**src/rtl/alt_mem_ddrx_burst_pkg.sv**
```systemverilog
// Shared definitions for the write-data burst tracker and burst consumer:
// consumer debug state encodings and the default width constants both sides agree on.
package alt_mem_ddrx_burst_pkg;

    localparam int DEF_BURSTCOUNT_TRACKING_WIDTH = 7;
    localparam int DEF_BUFFER_ADDR_WIDTH         = 6;
    localparam int DEF_INT_SIZE_WIDTH            = 4;
    localparam int DEF_CMD_FIFO_DEPTH            = 8;
    localparam int DEF_CMD_FIFO_ADDR_WIDTH       = 3;

    typedef enum logic [1:0] {
        CONSUMER_EMPTY     = 2'd0,
        CONSUMER_WAIT_DATA = 2'd1,
        CONSUMER_STALL_OUT = 2'd2,
        CONSUMER_RELEASE   = 2'd3
    } consumer_state_t;

endpackage

```
**src/rtl/alt_mem_ddrx_cmd_fifo.sv**
```systemverilog
// Synchronous FIFO with occupancy level; a push is visible at the head one cycle later.
// Backpressure via full; a push while full is only taken together with a pop.
module alt_mem_ddrx_cmd_fifo #(
    parameter int WIDTH      = 10,
    parameter int DEPTH      = 8,
    parameter int ADDR_WIDTH = 3
) (
    input  logic                  ctl_clk,
    input  logic                  ctl_reset,
    input  logic                  push,
    input  logic [WIDTH-1:0]      push_dat,
    input  logic                  pop,
    output logic [WIDTH-1:0]      pop_dat,
    output logic                  full,
    output logic                  empty,
    output logic [ADDR_WIDTH:0]   level
);

    logic [WIDTH-1:0]      mem [DEPTH];
    logic [ADDR_WIDTH-1:0] wr_ptr;
    logic [ADDR_WIDTH-1:0] rd_ptr;
    logic                  do_push;
    logic                  do_pop;

    // DEPTH is a power of two, so the level MSB alone marks full
    assign full    = level[ADDR_WIDTH];
    assign empty   = (level == '0);
    assign do_push = push & (~full | pop);
    assign do_pop  = pop & ~empty;
    assign pop_dat = mem[rd_ptr];

    always_ff @(posedge ctl_clk) begin
        if (do_push) begin
            mem[wr_ptr] <= push_dat;
        end
    end

    always_ff @(posedge ctl_clk) begin
        if (ctl_reset) begin
            wr_ptr <= '0;
            rd_ptr <= '0;
            level  <= '0;
        end else begin
            if (do_push) begin
                wr_ptr <= wr_ptr + 1'b1;
            end
            if (do_pop) begin
                rd_ptr <= rd_ptr + 1'b1;
            end
            if (do_push && !do_pop) begin
                level <= level + 1'b1;
            end else if (!do_push && do_pop) begin
                level <= level - 1'b1;
            end
        end
    end

endmodule

```
**src/rtl/alt_mem_ddrx_burst_consumer.sv**
```systemverilog
// Holds write commands until their beats are pending, then consumes and releases them (1 cmd/cycle).
// Consume strobe is combinational; release is registered (+1 cycle) and held while release_ready is low.
module alt_mem_ddrx_burst_consumer
    import alt_mem_ddrx_burst_pkg::*;
#(
    parameter int CFG_BURSTCOUNT_TRACKING_WIDTH = DEF_BURSTCOUNT_TRACKING_WIDTH,
    parameter int CFG_BUFFER_ADDR_WIDTH         = DEF_BUFFER_ADDR_WIDTH,
    parameter int CFG_INT_SIZE_WIDTH            = DEF_INT_SIZE_WIDTH,
    parameter int CFG_CMD_FIFO_DEPTH            = DEF_CMD_FIFO_DEPTH,
    parameter int CFG_CMD_FIFO_ADDR_WIDTH       = DEF_CMD_FIFO_ADDR_WIDTH
) (
    input  logic                                     ctl_clk,
    input  logic                                     ctl_reset,
    input  logic                                     cmd_valid,
    output logic                                     cmd_ready,
    input  logic [CFG_BUFFER_ADDR_WIDTH-1:0]         cmd_dataid,
    input  logic [CFG_INT_SIZE_WIDTH-1:0]            cmd_size,
    input  logic [CFG_BURSTCOUNT_TRACKING_WIDTH-1:0] burst_pending_burstcount,
    output logic                                     burst_consumed_valid,
    output logic [CFG_INT_SIZE_WIDTH-1:0]            burst_counsumed_burstcount,
    output logic                                     release_valid,
    input  logic                                     release_ready,
    output logic [CFG_BUFFER_ADDR_WIDTH-1:0]         release_dataid,
    output logic [CFG_INT_SIZE_WIDTH-1:0]            release_size,
    output logic [CFG_CMD_FIFO_ADDR_WIDTH:0]         cmd_fifo_level,
    output logic [1:0]                               consumer_state
);

    typedef struct packed {
        logic [CFG_BUFFER_ADDR_WIDTH-1:0] dataid;
        logic [CFG_INT_SIZE_WIDTH-1:0]    size;
    } cmd_t;

    cmd_t            push_cmd;
    cmd_t            head;
    cmd_t            rel_cmd;
    logic            fifo_full;
    logic            fifo_empty;
    logic            head_vld;
    logic            beats_ok;
    logic            out_free;
    logic            consume;
    consumer_state_t state;

    assign push_cmd.dataid = cmd_dataid;
    assign push_cmd.size   = cmd_size;
    assign cmd_ready       = ~ctl_reset & ~fifo_full;

    alt_mem_ddrx_cmd_fifo #(
        .WIDTH      ($bits(cmd_t)),
        .DEPTH      (CFG_CMD_FIFO_DEPTH),
        .ADDR_WIDTH (CFG_CMD_FIFO_ADDR_WIDTH)
    ) u_cmd_fifo (
        .ctl_clk   (ctl_clk),
        .ctl_reset (ctl_reset),
        .push      (cmd_valid & cmd_ready),
        .push_dat  (push_cmd),
        .pop       (consume),
        .pop_dat   (head),
        .full      (fifo_full),
        .empty     (fifo_empty),
        .level     (cmd_fifo_level)
    );

    // The tracker folds this cycle's consumption into pending by next cycle,
    // so comparing against the raw pending count is enough for back-to-back consumes.
    assign head_vld = ~fifo_empty;
    assign beats_ok = burst_pending_burstcount >= CFG_BURSTCOUNT_TRACKING_WIDTH'(head.size);
    assign out_free = ~release_valid | release_ready;
    assign consume  = ~ctl_reset & head_vld & out_free & beats_ok;

    assign burst_consumed_valid       = consume;
    assign burst_counsumed_burstcount = consume ? head.size : '0;

    always_comb begin
        state = CONSUMER_EMPTY;
        if (ctl_reset || !head_vld) begin
            state = CONSUMER_EMPTY;
        end else if (!beats_ok) begin
            state = CONSUMER_WAIT_DATA;
        end else if (!out_free) begin
            state = CONSUMER_STALL_OUT;
        end else begin
            state = CONSUMER_RELEASE;
        end
    end

    assign consumer_state = state;

    always_ff @(posedge ctl_clk) begin
        if (ctl_reset) begin
            release_valid <= 1'b0;
            rel_cmd       <= '0;
        end else if (consume) begin
            release_valid <= 1'b1;
            rel_cmd       <= head;
        end else if (release_ready) begin
            release_valid <= 1'b0;
        end
    end

    assign release_dataid = rel_cmd.dataid;
    assign release_size   = rel_cmd.size;

endmodule

```
**config.mk**
```make
export PLATFORM = sky130hd
export DESIGN_NAME = alt_mem_ddrx_burst_consumer
export DESIGN_NICKNAME = d
export VERILOG_FILES = /design/src/rtl/alt_mem_ddrx_burst_pkg.sv /design/src/rtl/alt_mem_ddrx_cmd_fifo.sv /design/src/rtl/alt_mem_ddrx_burst_consumer.sv
export SDC_FILE = /design/constraint.sdc
export NUM_CORES = 1
export LEC_CHECK = 0
export ABC_AREA = 1
export BUFFER_PORTS_ARGS = -buffer_cell sky130_fd_sc_hd__buf_2
export CAP_MARGIN = 25
export CORE_ASPECT_RATIO = 1.25
export CORE_MARGIN = 3
export CORE_UTILIZATION = 48
export DETAILED_ROUTE_END_ITERATION = 10
export PLACE_DENSITY = 0.64
export SYNTH_ARGS = -nofsm -noshare
export SYNTH_HDL_FRONTEND = slang
export SYNTH_SLANG_ARGS = --single-unit
export TNS_END_PERCENT = 100
```
**constraint.sdc**
```tcl
create_clock -name ctl_clk -period 4 [get_ports ctl_clk]
set_clock_uncertainty 0.1 [all_clocks]
set_input_delay 0.8 -clock ctl_clk [delete_from_list [all_inputs] [get_ports ctl_clk]]
set_output_delay 0.8 -clock ctl_clk [all_outputs]
set_load 0.05 [all_outputs]
```
---- Word level (Yosys, flattened, before mapping) ----
Memory sizes are Yosys's and may differ from the RTL's. A register that Yosys moved wholly into a read port is not among the register bits.
Index checks and enable logic that the tools add are counted.
operators by class
  reductions and logical operators ........ 8
  bitwise logic cells ..................... 13
  $lt $le $gt $ge ......................... 1
  add/subtract/negate cells ............... 4
  multiplexer cells ....................... 12
operator list
  kind                                               number
  2-to-1 mux 4 bit                                   3
  AND 1 bit                                          7
  >= comparator 7 x 4 -> 1 bit                       1
  adder 3 x 1 -> 3 bit (second input constant)       2
  2-to-1 mux 3 bit                                   2
  2-to-1 mux 1 bit                                   5
  adder 4 x 1 -> 4 bit (second input constant)       1
  logical NOT 4 bit                                  1
  2-to-1 mux 2 bit                                   2
  inverter 1 bit                                     4
  nonzero test 2 bit                                 2
  subtractor 4 x 1 -> 4 bit (second input constant)  1
  logical AND 1 bit                                  2
  logical NOT 1 bit                                  2
  bitwise OR 1 bit                                   2
  logical OR 1 bit                                   1
word-level totals
  bits in writable memories ............... 80
  output and inout port bits .............. 23
  memories ................................ 1
  word-level logic and storage cells ...... 45
  register bits ........................... 21
memories
  name            words  bits a word  rd ports  clocked after memory_dff  wr ports  RTL line                     source
  u_cmd_fifo.mem  8      10           1         1                         1         alt_mem_ddrx_cmd_fifo.sv:19  logic [WIDTH-1:0] mem [DEPTH];

---- Longest topological paths before layout ----
Gate-level depths: netlist (run 1).
  word-level depth ........................ 11
  gate-level depth with buffers ........... 25

---- Modules after synthesis ----
A second synthesis (run 1) with hierarchy kept.
unflattened totals
  cells, all modules ...................... 448
  area, all modules ....................... 4548.1 µm²
modules (own cells, without submodules)
  module                       instances  area an instance (µm²)  cells each
  alt_mem_ddrx_cmd_fifo        1          3905.0                  360
  alt_mem_ddrx_burst_consumer  1          643.1                   88

---- Least setup slack after synthesis (run 1) ----
Ideal clock, no wire load.
  kind .................................... reg-to-output
  start ................................... register (tool-made name)
  end ..................................... output port burst_counsumed_burstcount[1]
  setup slack ............................. 0.705 ns
  path buffers ............................ 2
  data arrival time ....................... 2.395 ns
  stages on the path, launching flop included .. 17
  path through ............................ dfxtp_1 -> buf_4 -> inv_2 -> buf_2 -> nand2_1 -> nand3_1 -> nand2_1 -> nand2_1 -> nand2_1 -> inv_1 -> ha_1 -> nand2_1 -> nor2_2 -> nor2_4 -> a21oi_4 -> nand2_1 -> inv_1
RTL lines
  element        RTL line                           source
  end, declared  alt_mem_ddrx_burst_consumer.sv:20  output logic [CFG_INT_SIZE_WIDTH-1:0] burst_counsumed_burstcount,

==> results of run 1 <==
worst max path at each step:
| stage | from | endpoint | slack, ns | cells after the start |
|---|---|---|---|---|
| finish | flip-flop | burst_counsumed_burstcount[1] | 0.33 | 16 |
| global route | flip-flop | burst_counsumed_burstcount[1] | 0.03 | 16 |
| CTS | flip-flop | burst_counsumed_burstcount[1] | 0.24 | 16 |
| detailed placement | flip-flop | burst_counsumed_burstcount[1] | 0.62 | 16 |
| global placement | flip-flop | burst_counsumed_burstcount[3] | 0.68 | 16 |
| floorplan | flip-flop | burst_counsumed_burstcount[1] | 0.70 | 16 |
Yosys cell counts (4+ instances only):
cell type and n:
nand2_1 124, edfxtp_1 80, nor2_1 77, inv_1 48, dfxtp_1 24, o21ai_1 21, nand3_1 15, o21ai_0 15
a21oi_1 13, ha_1 9, buf_2 8, inv_2 5, buf_4 4, buf_6 4
worst register-to-register path: stages, from the launching register on:
cell and delay, ns:
dfxtp_1 0.33, inv_2 0.35, nand2_1 0.10, nand2_1 0.07, nand2_1 0.05, nand2_1 0.07, nand2_1 0.04, nand2_1 0.09
inv_1 0.05, ha_1 0.30, nand2_1 0.09, nor2_2 0.05, nor2_4 0.15, nand2_2 0.10, nand2_1 0.11, ha_1 0.19
inv_1 0.08, ha_1 0.32, a21oi_1 0.16, nand2_1 0.08, xor2_1 0.14, nand2_1 0.06, a21oi_1 0.05
where the power goes:
group / total (mW) / switching [mW] / internal, mW
sequential: 1.32 / 0.0626 / 1.26
clock: 0.887 / 0.348 / 0.539
combinational: 1.31 / 0.935 / 0.370
per-layer routing:
| layer | GRT usage | vias to the layer above | wire [um] |
|---|---|---|---|
| li1 | - | 1594 | - |
| met1 | 0.235 | 1435 | 4050 |
| met2 | 0.308 | 73 | 4550 |
| met3 | 0.0289 | 7 | 446 |
| met4 | 0.0782 | 0 | 146 |
| met5 | 0 | - | 0 |
logic make-up (layout without fill, tap and decap cells):
group	count (synthesis)	in the layout
AO/OA/AOI/OAI	52	52
XOR/XNOR	4	4
adder cells (fa/ha/maj)	10	10
buffers and inverters	72	126
flip-flops	104	104
AND/OR/NAND/NOR	223	223
registers in the layout, indices dropped and copies added, names as in the netlist, named ones only:
register           flops
release_dataid         6
release_size           4
release_valid          1
u_cmd_fifo.level       4
u_cmd_fifo.mem        80
u_cmd_fifo.rd_ptr      3
u_cmd_fifo.wr_ptr      3
final cells by class:
class | instances | share of cell area
inverter | 54 | 0.0390
tap | 123 | 0.0296
timing repair buffer | 57 | 0.0624
clock inverter | 5 | 0.0140
sequential | 104 | 0.555
multi-input combinational | 289 | 0.256
clock buffer | 10 | 0.0441
what timing repair did:
action,in CTS,in global routing
gates resized for setup,0,1
endpoints found under the setup margin,0,1
hold endpoints to repair,0,0
stage by stage:
stage / power, mW / utilization / instances / setup slack (ns)
CTS: 3.54 / 0.566 / 642 / 0.244
global route: 3.75 / 0.566 / 642 / 0.0336
global placement: 2.63 / 0.533 / 627 / 0.675
floorplan: 2.40 / - / 465 / 0.705
finish: 3.51 / 0.566 / 642 / 0.335
detailed placement: 2.65 / 0.533 / 627 / 0.616
==> results.ini, run 1 <==
[status]
status=finished clean

[clock_tree]
cts_root_buffer=clkbuf_16
cts.path.max_buffers=2
cts_tree=built
cts_setup_buffers=0
clock-sinks=104
clkTransAtPathRegs_ns=0.06
htreeDepth=3
insertion_delay_ns=0.33
cts_buffers=9
ctsHoldBuffers=0

[setup_path]
cp_common_cell=nand2_1
rr_worst_depth=22
required_ns=3.10
arrival_ns=2.77
crit_slowest_cell=inv_2
worst_setup_path_start_kind=flip-flop
r2r-end=u_cmd_fifo.level[3]
crit_path_max_fanout=27
cp-end-kind=output port
path_cells=inv_2, nand2_1, nand2_1, nand2_1, nand2_1, nand2_1, nand2_1, inv_1, ha_1, nand2_1, nor2_2, nor2_4, a21oi_4, nand2_1, inv_1, buf_2
crit_family=simple AND/OR/NAND/NOR gates
reg2reg_slack_ns=0.75
slowest_delay_ns=0.35
crit_buf_inv=4
critPathKind=flip-flop to output port

[floorplan]
start_util=0.495
die_h_um=115
row_count=39
ioPinCount=44
dieArea_mm2=0.0107
die_w_um=93.0
coreArea_mm2=0.00917

[timing]
min_period_ns=3.67
min_period_over_period=0.916
relSlewSlack=0.680
hold_viol=0
setup_violations=0
tightestPinTransition_ns=0.480
slew_viol_final=0
grt_setup_unrepaired=false
tns_ns=0
max_freq_ghz=0.273
timing.hold.ws_ns=0.372

[yosys]
syn_area_mm2=0.00454
yosys.area.top_type=edfxtp_1
muxShareOfSynthArea=0
yosysWarnings=0
syn_avg_cell_area_um2=9.76
synth-compound-area-share=0.0615
yosys-top-cells-area=edfxtp_1, dfxtp_1, nand2_1, nor2_1, inv_1
async_flop_share=0
synth_xor_area_frac=0.00772
synth_cells=465
synth_top_family_by_area=simple AND/OR/NAND/NOR gates
synthAdderAreaFrac=0.0292
synth-main-ff-cell=edfxtp_1
synth_top_area_share=0.530
synth_fp_nets=496
ys_types=25
synth_edf_count=80
ys_ff_latch=104
yosysSeqAreaShare=0.635
yosys.area_share.simple=0.194

[placed_design]
place_congestion=0.763
placedInstanceArea_mm2=0.00489
dp_hpwl_um=5920
port_buffers=43

[grt]
grt_start_max_net_pins=41
track_usage=0.183
grt_overflow=0
antenna_found_initial=0
grt_pass1_vias=2795
grt_pass1_wl_um=14600

[worst_hold_path]
min_path_cells=2
min-delay-start=release_size[0]
hold_class=flip-flop to flip-flop
min_to=release_size[0]

[finish]
seqCellArea_mm2=0.00288
area_delta_synth_final_pct=14.5
layout_commonest_cell=nand2_1
final_nets=546
fillCellCount=822
postLayoutCellArea_mm2=0.00519
multi_input_area_mm2=0.00133
drive_gt1_frac=0.162
n_antenna_cell=0
final_cell_mix=nand2_1, edfxtp_1, nor2_1, inv_1, buf_2

[detailed_routing]
ant_nets=0
vias=3109
drc=0
drtPass1Iterations=4
wirelength_um=9190
drt_first_iter_violations=213
wl_per_cell_um=14.3
via_per_inst=4.84

[pwr]
ir_worst_vdd_mv=0.262
power.leakage_nw=2.26
p_per_area_mw_per_mm2=676

[flow_run]
maxCapViolations=0

Power figures use the tool's default switching activity.
==> run 2: changes to the inputs <==
==> constraint.sdc (replaced) <==
create_clock -name ctl_clk -period 4.28 [get_ports ctl_clk]
set_clock_uncertainty 0.1 [all_clocks]
set_input_delay 0.428 -clock ctl_clk [delete_from_list [all_inputs] [get_ports ctl_clk]]
set_output_delay 0.428 -clock ctl_clk [all_outputs]
set_load 0.05 [all_outputs]
==> results.ini, run 2 (synthesis results as in run 1) <==
[status]
status=finished clean

[finish]
largest_reg_flops=80
layout_commonest_cell=nand2_1
largest-register=u_cmd_fifo.mem
n_antenna_cell=0
fillCellCount=819
area_delta_synth_final_pct=13.7
final_cell_mix=nand2_1, edfxtp_1, nor2_1, inv_1, buf_2
postLayoutCellArea_mm2=0.00516
drive_gt1_frac=0.157
final_nets=542

[grt]
track_usage=0.181
grt_pass1_wl_um=14500
grt_pass1_vias=2878
grt_start_max_net_pins=41
grt_overflow=0
antenna_found_initial=0

[timing]
tightestPinTransition_ns=1.01
min_period_over_period=0.816
hold_viol=0
relSlewSlack=0.326
grt_setup_unrepaired=false
setup_slack_ns=0.789
tns_ns=0
slew_viol_final=0
min_period_ns=3.49
setup_violations=0
max_freq_ghz=0.286

[pwr]
power.leakage_nw=2.23
ir_worst_vdd_mv=0.235
p_per_area_mw_per_mm2=627

[floorplan]
ioPinCount=44
die_h_um=115
die_w_um=93.0
start_util=0.495
coreArea_mm2=0.00917
row_count=39
dieArea_mm2=0.0107

[placed_design]
port_buffers=43
place_congestion=0.808
placedInstanceArea_mm2=0.00484
dp_hpwl_um=6200
place_worst_setup_slack_ns=0.856

[detailed_routing]
ant_nets=0
via_per_inst=4.89
drt_first_iter_violations=172
wl_per_cell_um=14.2
vias=3124
wirelength_um=9040
drc=0
drtPass1Iterations=4

[worst_hold_path]
hold_class=input pin to flip-flop

[setup_path]
critPathKind=flip-flop to output port
cp-end-kind=output port
required_ns=3.75
worst_setup_path_start_kind=flip-flop
crit_path_max_fanout=40
arrival_ns=2.96

[clock_tree]
cts_tree=built
post_cts_resized=0
htreeDepth=3
cts_buffers=9
clkTransAtPathRegs_ns=0.07
cts_setup_buffers=0
ctsHoldBuffers=0
cts_root_buffer=clkbuf_16
insertion_delay_ns=0.34
clock-sinks=104
cts.path.max_buffers=2

[flow_run]
maxCapViolations=0

==> run 2: changes by cell type in the layout (fill, tap and decap cells not counted), sizes merged <==
| cell | delta |
|---|---|
| buf | -5 |
| inv | +1 |
| clkbuf | +4 |
| clkinv | -1 |
| bufinv | -2 |
==> run 2: cell type report <==
cell class,count,area (um2),area share
timing repair buffer,53,304,0.0590
multi-input combinational,289,1330,0.258
clock buffer,13,262,0.0507
sequential,104,2880,0.559
tap,123,154,0.0298
clock inverter,3,22.5,0.00437
inverter,54,203,0.0393
==> run 2: final timing paths <==
check / from / to / slack [ns] / depth (start not counted)
hold / removal: cmd_dataid[3] / u_cmd_fifo.mem[6][7] / 0.25 / 1
setup reg to reg: flip-flop / u_cmd_fifo.level[3] / 0.89 / 22
setup / recovery: flip-flop / burst_counsumed_burstcount[1] / 0.79 / 16
hold reg to reg: release_size[2] / release_size[2] / 0.36 / 2
==> run 2: critical path, cell delays in order (launching register included) <==
cell     delay, ns
dfxtp_1       0.32
inv_2         0.48
nand2_1       0.12
nand2_1       0.09
nand2_1       0.05
nand2_1       0.07
nand2_1       0.04
nand2_1       0.08
inv_1         0.05
ha_1          0.31
nand2_1       0.07
nor2_2        0.15
nor2_4        0.07
a21oi_4       0.24
nand2_1       0.15
inv_1         0.07
buf_2         0.25
==> run 2: power by group <==
part | switching [mW] | internal (mW) | total, mW
Clock | 0.348 | 0.433 | 0.781
Combinational | 0.882 | 0.340 | 1.22
Sequential | 0.0565 | 1.17 | 1.23
==> run 2: per-stage QoR <==
stage	utilization	hold WS, ns	total power, mW	instances
after global routing	0.562	0.262	3.45	639
after floorplan	-	0.363	2.24	465
final	0.562	0.253	3.23	639
after CTS	0.559	0.242	3.26	636
after global placement	0.524	0.352	2.46	616
after detailed placement	0.528	0.352	2.48	620
==> run 2: metal layers <==
metal	global-route usage	vias up	wire length, um
li1	-	1587	-
met4	0.0909	0	208
met1	0.222	1440	3980
met5	0	-	0
met2	0.301	85	4410
met3	0.0388	12	445
